### src/rtl/udp_pkg.sv
// Shared types and field widths for the UDP TX arbitration path.
package udp_pkg;

    typedef enum logic [1:0] {
        ST_IDLE    = 2'd0,
        ST_HDR     = 2'd1,
        ST_PAYLOAD = 2'd2
    } arb_state_e;

    localparam int UDP_PORT_W = 16;
    localparam int IP_ADDR_W  = 32;
    localparam int IP_PROTO_W = 8;

endpackage

### src/rtl/rr_arbiter.sv
// Combinational round-robin select: first request at or after the pointer, wrapping.
module rr_arbiter #(
    parameter int N     = 4,
    parameter int IDX_W = 2
) (
    input  logic [N-1:0]     i_req,
    input  logic [IDX_W-1:0] i_ptr,
    output logic [N-1:0]     o_gnt,
    output logic [IDX_W-1:0] o_idx,
    output logic             o_any
);

    logic [IDX_W:0]   sum;
    logic [IDX_W-1:0] cand;

    always_comb begin
        o_gnt = '0;
        o_idx = '0;
        o_any = 1'b0;
        sum   = '0;
        cand  = '0;
        for (int i = 0; i < N; i++) begin
            sum = {1'b0, i_ptr} + (IDX_W+1)'(i);
            if (sum >= (IDX_W+1)'(N)) begin
                sum = sum - (IDX_W+1)'(N);
            end
            cand = sum[IDX_W-1:0];
            if (!o_any && i_req[cand]) begin
                o_any       = 1'b1;
                o_gnt[cand] = 1'b1;
                o_idx       = cand;
            end
        end
    end

endmodule

### src/rtl/udp_tx_arbiter.sv
// Round-robin sharing of the UDP TX header + payload path among NUM_PORTS requesters.
// state   | meaning
// IDLE    | no grant; winner picked and header latched on the next request
// HDR     | latched header offered to UDP TX, waiting for m_hdr_trdy
// PAYLOAD | granted payload stream passed through until its tlast handshake
module udp_tx_arbiter
    import udp_pkg::*;
#(
    parameter int NUM_PORTS      = 4,
    parameter int AXI_DATA_WIDTH = 8
) (
    input  logic                                i_clk,
    input  logic                                i_reset_n,
    input  logic [NUM_PORTS-1:0]                s_hdr_tvalid,
    output logic [NUM_PORTS-1:0]                s_hdr_trdy,
    input  logic [UDP_PORT_W*NUM_PORTS-1:0]     s_udp_src_port,
    input  logic [UDP_PORT_W*NUM_PORTS-1:0]     s_udp_dst_port,
    input  logic [IP_ADDR_W*NUM_PORTS-1:0]      s_ip_src_ip_addr,
    input  logic [IP_ADDR_W*NUM_PORTS-1:0]      s_ip_dst_ip_addr,
    input  logic [IP_PROTO_W*NUM_PORTS-1:0]     s_ip_protocol,
    input  logic [AXI_DATA_WIDTH*NUM_PORTS-1:0] s_axis_tdata,
    input  logic [NUM_PORTS-1:0]                s_axis_tvalid,
    input  logic [NUM_PORTS-1:0]                s_axis_tlast,
    output logic [NUM_PORTS-1:0]                s_axis_trdy,
    output logic                                m_hdr_tvalid,
    input  logic                                m_hdr_trdy,
    output logic [UDP_PORT_W-1:0]               m_udp_src_port,
    output logic [UDP_PORT_W-1:0]               m_udp_dst_port,
    output logic [IP_ADDR_W-1:0]                m_ip_src_ip_addr,
    output logic [IP_ADDR_W-1:0]                m_ip_dst_ip_addr,
    output logic [IP_PROTO_W-1:0]               m_ip_protocol,
    output logic [AXI_DATA_WIDTH-1:0]           m_axis_tdata,
    output logic                                m_axis_tvalid,
    output logic                                m_axis_tlast,
    input  logic                                m_axis_trdy,
    output logic [NUM_PORTS-1:0]                o_grant,
    output logic                                o_busy
);

    localparam int IDX_W = (NUM_PORTS > 1) ? $clog2(NUM_PORTS) : 1;

    arb_state_e             state_q, state_d;
    logic [IDX_W-1:0]       ptr_q, ptr_d;
    logic [IDX_W-1:0]       gidx_q, gidx_d;
    logic [NUM_PORTS-1:0]   grant_q, grant_d;
    logic                   hdr_vld_q, hdr_vld_d;
    logic                   busy_q, busy_d;
    logic [UDP_PORT_W-1:0]  src_port_q, src_port_d;
    logic [UDP_PORT_W-1:0]  dst_port_q, dst_port_d;
    logic [IP_ADDR_W-1:0]   src_ip_q, src_ip_d;
    logic [IP_ADDR_W-1:0]   dst_ip_q, dst_ip_d;
    logic [IP_PROTO_W-1:0]  proto_q, proto_d;

    logic [NUM_PORTS-1:0]   rr_gnt;
    logic [IDX_W-1:0]       rr_idx;
    logic                   rr_any;

    rr_arbiter #(
        .N     (NUM_PORTS),
        .IDX_W (IDX_W)
    ) u_rr (
        .i_req (s_hdr_tvalid),
        .i_ptr (ptr_q),
        .o_gnt (rr_gnt),
        .o_idx (rr_idx),
        .o_any (rr_any)
    );

    // All requester-facing handshakes are gated by state so nothing leaks outside a grant.
    always_comb begin
        s_hdr_trdy    = '0;
        s_axis_trdy   = '0;
        m_axis_tvalid = 1'b0;
        m_axis_tlast  = 1'b0;
        m_axis_tdata  = '0;
        if (state_q == ST_HDR) begin
            s_hdr_trdy = grant_q & {NUM_PORTS{m_hdr_trdy}};
        end
        if (state_q == ST_PAYLOAD) begin
            s_axis_trdy   = grant_q & {NUM_PORTS{m_axis_trdy}};
            m_axis_tvalid = s_axis_tvalid[gidx_q];
            m_axis_tlast  = s_axis_tlast[gidx_q];
            m_axis_tdata  = s_axis_tdata[gidx_q*AXI_DATA_WIDTH +: AXI_DATA_WIDTH];
        end
    end

    always_comb begin
        state_d    = state_q;
        ptr_d      = ptr_q;
        gidx_d     = gidx_q;
        grant_d    = grant_q;
        hdr_vld_d  = hdr_vld_q;
        src_port_d = src_port_q;
        dst_port_d = dst_port_q;
        src_ip_d   = src_ip_q;
        dst_ip_d   = dst_ip_q;
        proto_d    = proto_q;
        case (state_q)
            ST_IDLE: begin
                if (rr_any) begin
                    state_d    = ST_HDR;
                    grant_d    = rr_gnt;
                    gidx_d     = rr_idx;
                    hdr_vld_d  = 1'b1;
                    src_port_d = s_udp_src_port[rr_idx*UDP_PORT_W +: UDP_PORT_W];
                    dst_port_d = s_udp_dst_port[rr_idx*UDP_PORT_W +: UDP_PORT_W];
                    src_ip_d   = s_ip_src_ip_addr[rr_idx*IP_ADDR_W +: IP_ADDR_W];
                    dst_ip_d   = s_ip_dst_ip_addr[rr_idx*IP_ADDR_W +: IP_ADDR_W];
                    proto_d    = s_ip_protocol[rr_idx*IP_PROTO_W +: IP_PROTO_W];
                end
            end
            ST_HDR: begin
                if (hdr_vld_q && m_hdr_trdy) begin
                    hdr_vld_d = 1'b0;
                    state_d   = ST_PAYLOAD;
                end
            end
            ST_PAYLOAD: begin
                if (m_axis_tvalid && m_axis_trdy && m_axis_tlast) begin
                    state_d = ST_IDLE;
                    grant_d = '0;
                    ptr_d   = (gidx_q == IDX_W'(NUM_PORTS-1)) ? '0 : gidx_q + 1'b1;
                end
            end
            default: begin
                state_d   = ST_IDLE;
                grant_d   = '0;
                hdr_vld_d = 1'b0;
            end
        endcase
        busy_d = (state_d != ST_IDLE);
    end

    always_ff @(posedge i_clk or negedge i_reset_n) begin
        if (!i_reset_n) begin
            state_q    <= ST_IDLE;
            ptr_q      <= '0;
            gidx_q     <= '0;
            grant_q    <= '0;
            hdr_vld_q  <= 1'b0;
            busy_q     <= 1'b0;
            src_port_q <= '0;
            dst_port_q <= '0;
            src_ip_q   <= '0;
            dst_ip_q   <= '0;
            proto_q    <= '0;
        end else begin
            state_q    <= state_d;
            ptr_q      <= ptr_d;
            gidx_q     <= gidx_d;
            grant_q    <= grant_d;
            hdr_vld_q  <= hdr_vld_d;
            busy_q     <= busy_d;
            src_port_q <= src_port_d;
            dst_port_q <= dst_port_d;
            src_ip_q   <= src_ip_d;
            dst_ip_q   <= dst_ip_d;
            proto_q    <= proto_d;
        end
    end

    assign o_grant          = grant_q;
    assign o_busy           = busy_q;
    assign m_hdr_tvalid     = hdr_vld_q;
    assign m_udp_src_port   = src_port_q;
    assign m_udp_dst_port   = dst_port_q;
    assign m_ip_src_ip_addr = src_ip_q;
    assign m_ip_dst_ip_addr = dst_ip_q;
    assign m_ip_protocol    = proto_q;

endmodule

### config.mk
export PLATFORM = sky130hd
export DESIGN_NAME = udp_tx_arbiter
export DESIGN_NICKNAME = d
export VERILOG_FILES = /design/src/rtl/udp_pkg.sv /design/src/rtl/rr_arbiter.sv /design/src/rtl/udp_tx_arbiter.sv
export SDC_FILE = /design/constraint.sdc
export NUM_CORES = 1
export LEC_CHECK = 0
export ABC_AREA = 1
export BUFFER_PORTS_ARGS = -buffer_cell sky130_fd_sc_hd__buf_4
export CAP_MARGIN = 10
export CORE_AREA = 2 2 231 233
export DETAILED_ROUTE_END_ITERATION = 8
export DIE_AREA = 0 0 233 235
export PLACE_DENSITY = 0.45
export SLEW_MARGIN = 20
export SYNTH_ARGS = -nofsm -noshare
export SYNTH_HDL_FRONTEND = slang
export SYNTH_HIERARCHICAL = 1
export SYNTH_SLANG_ARGS = --single-unit
### constraint.sdc
create_clock -name i_clk -period 5 [get_ports i_clk]
set_input_delay 0.25 -clock i_clk [delete_from_list [all_inputs] [get_ports i_clk]]
set_output_delay 0.25 -clock i_clk [all_outputs]
set_load 0.03 [all_outputs]
==> results.yml, run 1 <==
sta:
  fmax_mhz: 300
  finalSetupTns_ps: 0
  final_max_slew_viol_count: 0
  tightest_slew_ps: 940
  worst_slack_ps: 1670
  rsz0062_at_grt: "false"
  period_needed_ps: 3330
  setup_viol: 0
  whs_ps: 61.2
  fin_skew_ps: 6.65
  fin_crit_sh_pct: 66.7
  hold_viol: 0
  slew-limit-headroom_pct: 37.3
clock_tree:
  cts_buffers: 17
  post_cts.repair.setup_buffers: 0
  clock-root-buffer: "clkbuf_16"
  clock_latency_ps: 460
  path_clk_slew_ps: 60
  clockBufferDepth: 2
  clock-sinks: 116
  cts_tree: "yes"
  htreeDepth: 4
yosys:
  synth_nets: 1739
  yosysMostFrequentCell: "nor2_1"
  synth-main-ff-cell: "dfrtp_1"
  synth_top_area_share_pct: 35.5
  synthArstFlopShare_pct: 100
  seq_area_frac_synth_pct: 35.5
  ys_top_cells_by_count: "nor2_1, o21ai_0, nand2_1"
  synth_area_um2: 8190
  syn_avg_cell_area_um2: 6.45
  yosys-top-cells-area: "dfrtp_1, nor2_1, o21ai_0"
  yosys_warnings: 6
  ys_ff_latch: 116
  yosysUniqueCellTypes: 27
  synth-edff-count: 0
  yosysTopAreaCell: "dfrtp_1"
  syn_inst: 1269
drt:
  drt_iter0_drc: 448
  vias_per_cell: 4.25
  drc: 0
  wl_mm: 41.9
  antenna_left: 0
  wl_per_cell_um: 16.8
  dr.pass1.iters: 5
  num_vias: 10600
global_route:
  grt_first_pass_wirelength_mm: 61.9
  antenna_found_initial: 3
  grt_max_degree: 175
  grt_use_total_pct: 14.8
  grt_pass1_vias: 10300
  grt_overflow: 0
floorplan:
  core_um2: 52200
  rows: 84
  io_pins: 592
  die_x_um: 233
  start_util_pct: 15.7
  die_area_um2: 54800
  fp.dieH_um: 235
hold_path:
  min_path_cells: 3
  min_to: "m_ip_src_ip_addr[14]$_DFFE_PN0P_"
  hold_path.startpoint: "s_ip_src_ip_addr[46]"
  min_path_type: "input port to flip-flop"
power_and_ir_drop:
  ir_worst_vdd_mv: 0.783
  leakagePower_nw: 6.63
  powerDensity_nw_per_um2: 784
setup_path:
  rr_endpoint: "m_ip_dst_ip_addr[0]$_DFFE_PN0P_"
  required_ps: 5370
  reg2reg_depth: 12
  crit_arrival_ps: 3710
  path_class: "flip-flop to flip-flop"
  worst_setup_path_end_kind: "flip-flop"
  critPathLaunchType: "flip-flop"
  crit_fanout: 97
  crit_start: "ptr_q[0]$_DFFE_PN0P_"
  r2r-start: "ptr_q[0]$_DFFE_PN0P_"
  ff2ff_setup_slack_ps: 1670
final_layout:
  drive_gt1_share_pct: 36.4
  layoutNonFillerInstCount: 2496
  fin_area_um2: 13700
  area_growth_pct: 67.2
  nNetsFinal: 2264
flow_run:
  maxCapViolations: 0
placed_design:
  dp.cells: 2462
  place.gp.congestion: 0.837
  placed_cell_area_um2: 13100
  port_buffers: 591
  place_ws_ps: 1720
  hpwl_mm: 31.5
outcome:
  status: "completed"
==> worst max-delay path, stage by stage (launching register included) <==
cell and delay (ps):
dfrtp_1 550, inv_2 170, ha_1 390, inv_1 140
nand3_1 110, nand2_1 70, nor2_1 100, a21oi_1 250
nand3_4 170, inv_6 520, buf_12 300, o21ai_0 170
a31oi_1 190
==> cell type report <==
| class | instances | area [um2] |
|---|---|---|
| diodes | 2 | 5.00 |
| clock buffers | 21 | 470 |
| clock inverters | 10 | 82.6 |
| fillers | 5815 | 38500 |
| inverters | 37 | 146 |
| multi-input cells | 1017 | 4600 |
| flip-flops and latches | 116 | 2900 |
| well taps | 688 | 861 |
| repair buffers | 605 | 4620 |
==> routing by layer <==
| layer | global-route usage (%) | up-vias | wire length, um |
|---|---|---|---|
| met5 | 0 | - | 10 |
| met4 | 5.23 | 2 | 826 |
| met3 | 3.86 | 42 | 2730 |
| met2 | 25.2 | 373 | 20800 |
| met1 | 17.9 | 4925 | 17600 |
| li1 | - | 5256 | - |
==> per-stage QoR <==
step	total power [mW]	util (%)
finish	10.7	26.2
global route	11.8	26.2
global placement	9.61	25.1
floorplan	7.25	-
detailed placement	9.69	25.1
CTS	11.0	26.2
==> power breakdown <==
part,switching [mW],internal (mW)
clock,0.490,0.711
sequential,0.330,1.45
combinational,5.14,2.61
==> sequential cells by signal (all words and copies together) (netlist names), 2 cells and up <==
name and flops:
m_ip_dst_ip_addr 32, m_ip_src_ip_addr 32, m_udp_dst_port 16, m_udp_src_port 16, m_ip_protocol 8, o_grant 4
gidx_q 2, ptr_q 2, state_q 2
==> layout by cell type (no fill, tap or decap), drive strengths merged, types with 2 or more instances in the layout <==
cell type	instances
a21boi	4
clkbuf	21
o22ai	42
diode	2
dfrtp	116
nand2	185
clkinv	6
buf	604
a21oi	17
ha	6
nand4	8
o21ai	229
nor2	441
a31oi	62
inv	37
clkinvlp	3
nand3	21
==> repair_timing <==
item / in CTS / in global routing
resized for setup: 0 / 0
hold buffers: 1 / 0
endpoints found under the hold margin: 69 / 0
==> cells by family (layout without fill, tap and decap cells) <==
kind of cell               Yosys count  in the layout  share of synthesized area (%)
DFF                                116            116                           35.5
AOI/OAI and AO/OA                  354            354                           23.3
and+or+nand+nor                    657            657                           31.5
adders and majority gates            6              6                          0.917
other                                0              2                              0
buffers and inverters              136            673                           8.79
==> how the worst max path moves through the flow <==
stage | endpoint | slack, ps | cells past startpoint
after floorplan | m_ip_dst_ip_addr[14]$_DFFE_PN0P_ | 2520 | 16
after global placement | m_ip_dst_ip_addr[0]$_DFFE_PN0P_ | 1840 | 12
after detailed placement | m_ip_src_ip_addr[11]$_DFFE_PN0P_ | 1720 | 12
after CTS | m_ip_dst_ip_addr[0]$_DFFE_PN0P_ | 1710 | 12
after global routing | m_ip_src_ip_addr[11]$_DFFE_PN0P_ | 1380 | 12
final | m_ip_dst_ip_addr[0]$_DFFE_PN0P_ | 1670 | 12
Power figures use the tool's default switching activity.
==> run 2: changes to the inputs <==
Settings changed: PLACE_DENSITY 0.45 to 0.46.
Clock period 5 ns to 3 ns, I/O delays scaled along.
==> results.yml, run 2 (synthesized netlist as in run 1, its figures left out) <==
power_and_ir_drop:
  ir_worst_vdd_mv: 1.01
  leakagePower_nw: 7.23
  sw_frac_of_total_pct: 54.8
  intPower_mw: 8.29
  clkPwrFrac_pct: 10.3
  switching_power_mw: 10.0
  comb_power_share_pct: 73.7
  powerDensity_nw_per_um2: 1220
  p_seq_share_pct: 16.0
setup_path:
  critical-path-top-delay-family: "simple AND/OR/NAND/NOR gates"
  crit_path_cell_trace: "inv_2 > ha_1 > inv_1 > nand2_1 > nand2_2 > nor2_4 > nand3_1 > nand3_4 > buf_12 > o21ai_0 > o22ai_1 > nand2_1 > nand2_1"
  required_ps: 3400
  crit_buf_inv: 3
  critPathMostFrequentCell: "nand2_1"
  path_class: "flip-flop to flip-flop"
  crit_fanout: 105
  crit_arrival_ps: 3060
  cpPeakStageDelay_ps: 390
  slowest_stage: "buf_12"
  worst_setup_path_end_kind: "flip-flop"
  critPathLaunchType: "flip-flop"
global_route:
  grt_overflow: 0
  grt_use_met1_pct: 17.0
  grt_max_degree: 108
  met3_usage_pct: 3.77
  use_met2_pct: 26.3
  grt_first_pass_wirelength_mm: 63.5
  grt_use_total_pct: 15.1
  antenna_found_initial: 0
  grt-busiest-layer: "met2"
  grt_pass1_vias: 11200
drt:
  drt_iter0_drc: 499
  wl_per_cell_um: 16.0
  drc: 0
  dr.pass1.iters: 7
  wl_mm: 42.0
  vias_per_cell: 4.23
  num_vias: 11100
  antenna_left: 0
clock_tree:
  htreeDepth: 4
  clock_latency_ps: 470
  post_cts.repair.setup_buffers: 0
  cts_tree: "yes"
  clock-root-buffer: "clkbuf_16"
  clock-sinks: 116
  path_clk_slew_ps: 50
  clockBufferDepth: 2
  cts_buffers: 17
final_layout:
  area_growth_pct: 84.0
  multi_input_area_um2: 4600
  final_cell_mix: "buf_4, nor2_1, o21ai_0"
  final_core_util_pct: 28.8
  nNetsFinal: 2400
  final_common_cell: "buf_4"
  nFillCells: 5732
  regArea_um2: 2900
  antenna_cells: 0
  drive_gt1_share_pct: 34.2
sta:
  hold_viol: 0
  finalSetupTns_ps: 0
  setup_viol: 0
  tightest_slew_ps: 801
  slew-limit-headroom_pct: 46.6
  fin_skew_ps: 6.92
  fmax_mhz: 377
  final_max_slew_viol_count: 0
  period_needed_ps: 2650
  fin_crit_sh_pct: 88.5
  rsz0062_at_grt: "false"
floorplan:
  fp.dieH_um: 235
  die_area_um2: 54800
  io_pins: 592
  die_x_um: 233
  rows: 84
  core_um2: 52200
  start_util_pct: 15.7
placed_design:
  port_buffers: 591
  place.gp.congestion: 0.848
  hpwl_mm: 31.3
outcome:
  status: "completed"
flow_run:
  maxCapViolations: 0
hold_path:
  min_path_type: "input port to flip-flop"
-- run 2: cell count changes in the layout (fill, tap and decap cells not counted) --
cell,change
bufinv_16,-1
diode_2,-2
dlygate4sd3_1,+125
buf_12,+7
clkbuf_8,+1
buf_4,+4
clkinv_2,-2
clkbuf_1,+2
clkinvlp_4,-2
-- run 2: cell type report --
| cell class | instances | share of cell area (%) |
|---|---|---|
| Timing Repair Buffer | 741 | 40.1 |
| Multi-Input combinational cell | 1017 | 30.5 |
| Sequential cell | 116 | 19.3 |
| Tap cell | 688 | 5.71 |
| Clock buffer | 24 | 3.26 |
| Inverter | 37 | 0.971 |
| Clock inverter | 5 | 0.183 |
-- run 2: power by group through the flow --
stage / clock network (mW) / logic, mW / registers [mW]
finish: 1.88 / 13.5 / 2.94
detailed placement: 0 / 13.5 / 2.96
floorplan: 0 / 7.82 / 4.26
global route: 2.03 / 15.0 / 3.05
global placement: 0 / 13.5 / 2.94
CTS: 2.01 / 13.7 / 2.95
-- run 2: per-stage QoR --
step                worst slack, ps  hold slack (ps)  power (mW)  instances  area [um2]
floorplan                       515             -146        12.1       1269        8190
global placement                317              185        16.4       2473       13300
detailed placement              263              203        16.5       2473       13300
CTS                             272             2.56        18.6       2628       15100
global route                   9.47             38.8        20.1       2628       15100
finish                          346             47.9        18.3       2628       15100
-- run 2: repair_timing --
action,CTS,global route
setup endpoints to repair,0,5
hold buffers,126,0
endpoints found under the hold margin,122,0
gates resized for setup,0,1
-- run 2: tightest hold or removal path: cells and delay by family --
family	cells	cell delay, ps
AOI/OAI and AO/OA	2	230
buffers and inverters	1	80
-- run 2: path summary, 6_finish.rpt --
check / from / end / slack [ps] / depth (start not counted)
setup reg to reg: ptr_q[0]$_DFFE_PN0P_ / m_ip_dst_ip_addr[11]$_DFFE_PN0P_ / 350 / 13
max in group asynchronous: i_reset_n / m_udp_dst_port[5]$_DFFE_PN0P_ / 1970 / 3
min in group asynchronous: i_reset_n / m_ip_dst_ip_addr[0]$_DFFE_PN0P_ / 260 / 2
hold / removal: s_ip_src_ip_addr[123] / m_ip_src_ip_addr[27]$_DFFE_PN0P_ / 50 / 3
setup / recovery: ptr_q[0]$_DFFE_PN0P_ / m_ip_dst_ip_addr[11]$_DFFE_PN0P_ / 350 / 13
hold reg to reg: m_udp_dst_port[5]$_DFFE_PN0P_ / m_udp_dst_port[5]$_DFFE_PN0P_ / 470 / 2
-- run 2: layer usage --
layer	part of all wire [%]	routed length (um)	vias to the layer above
li1	-	-	5512
met1	39	16500	5125
met2	51	21300	421
met3	6.5	2740	68
met4	3.5	1460	0
met5	0	0	-
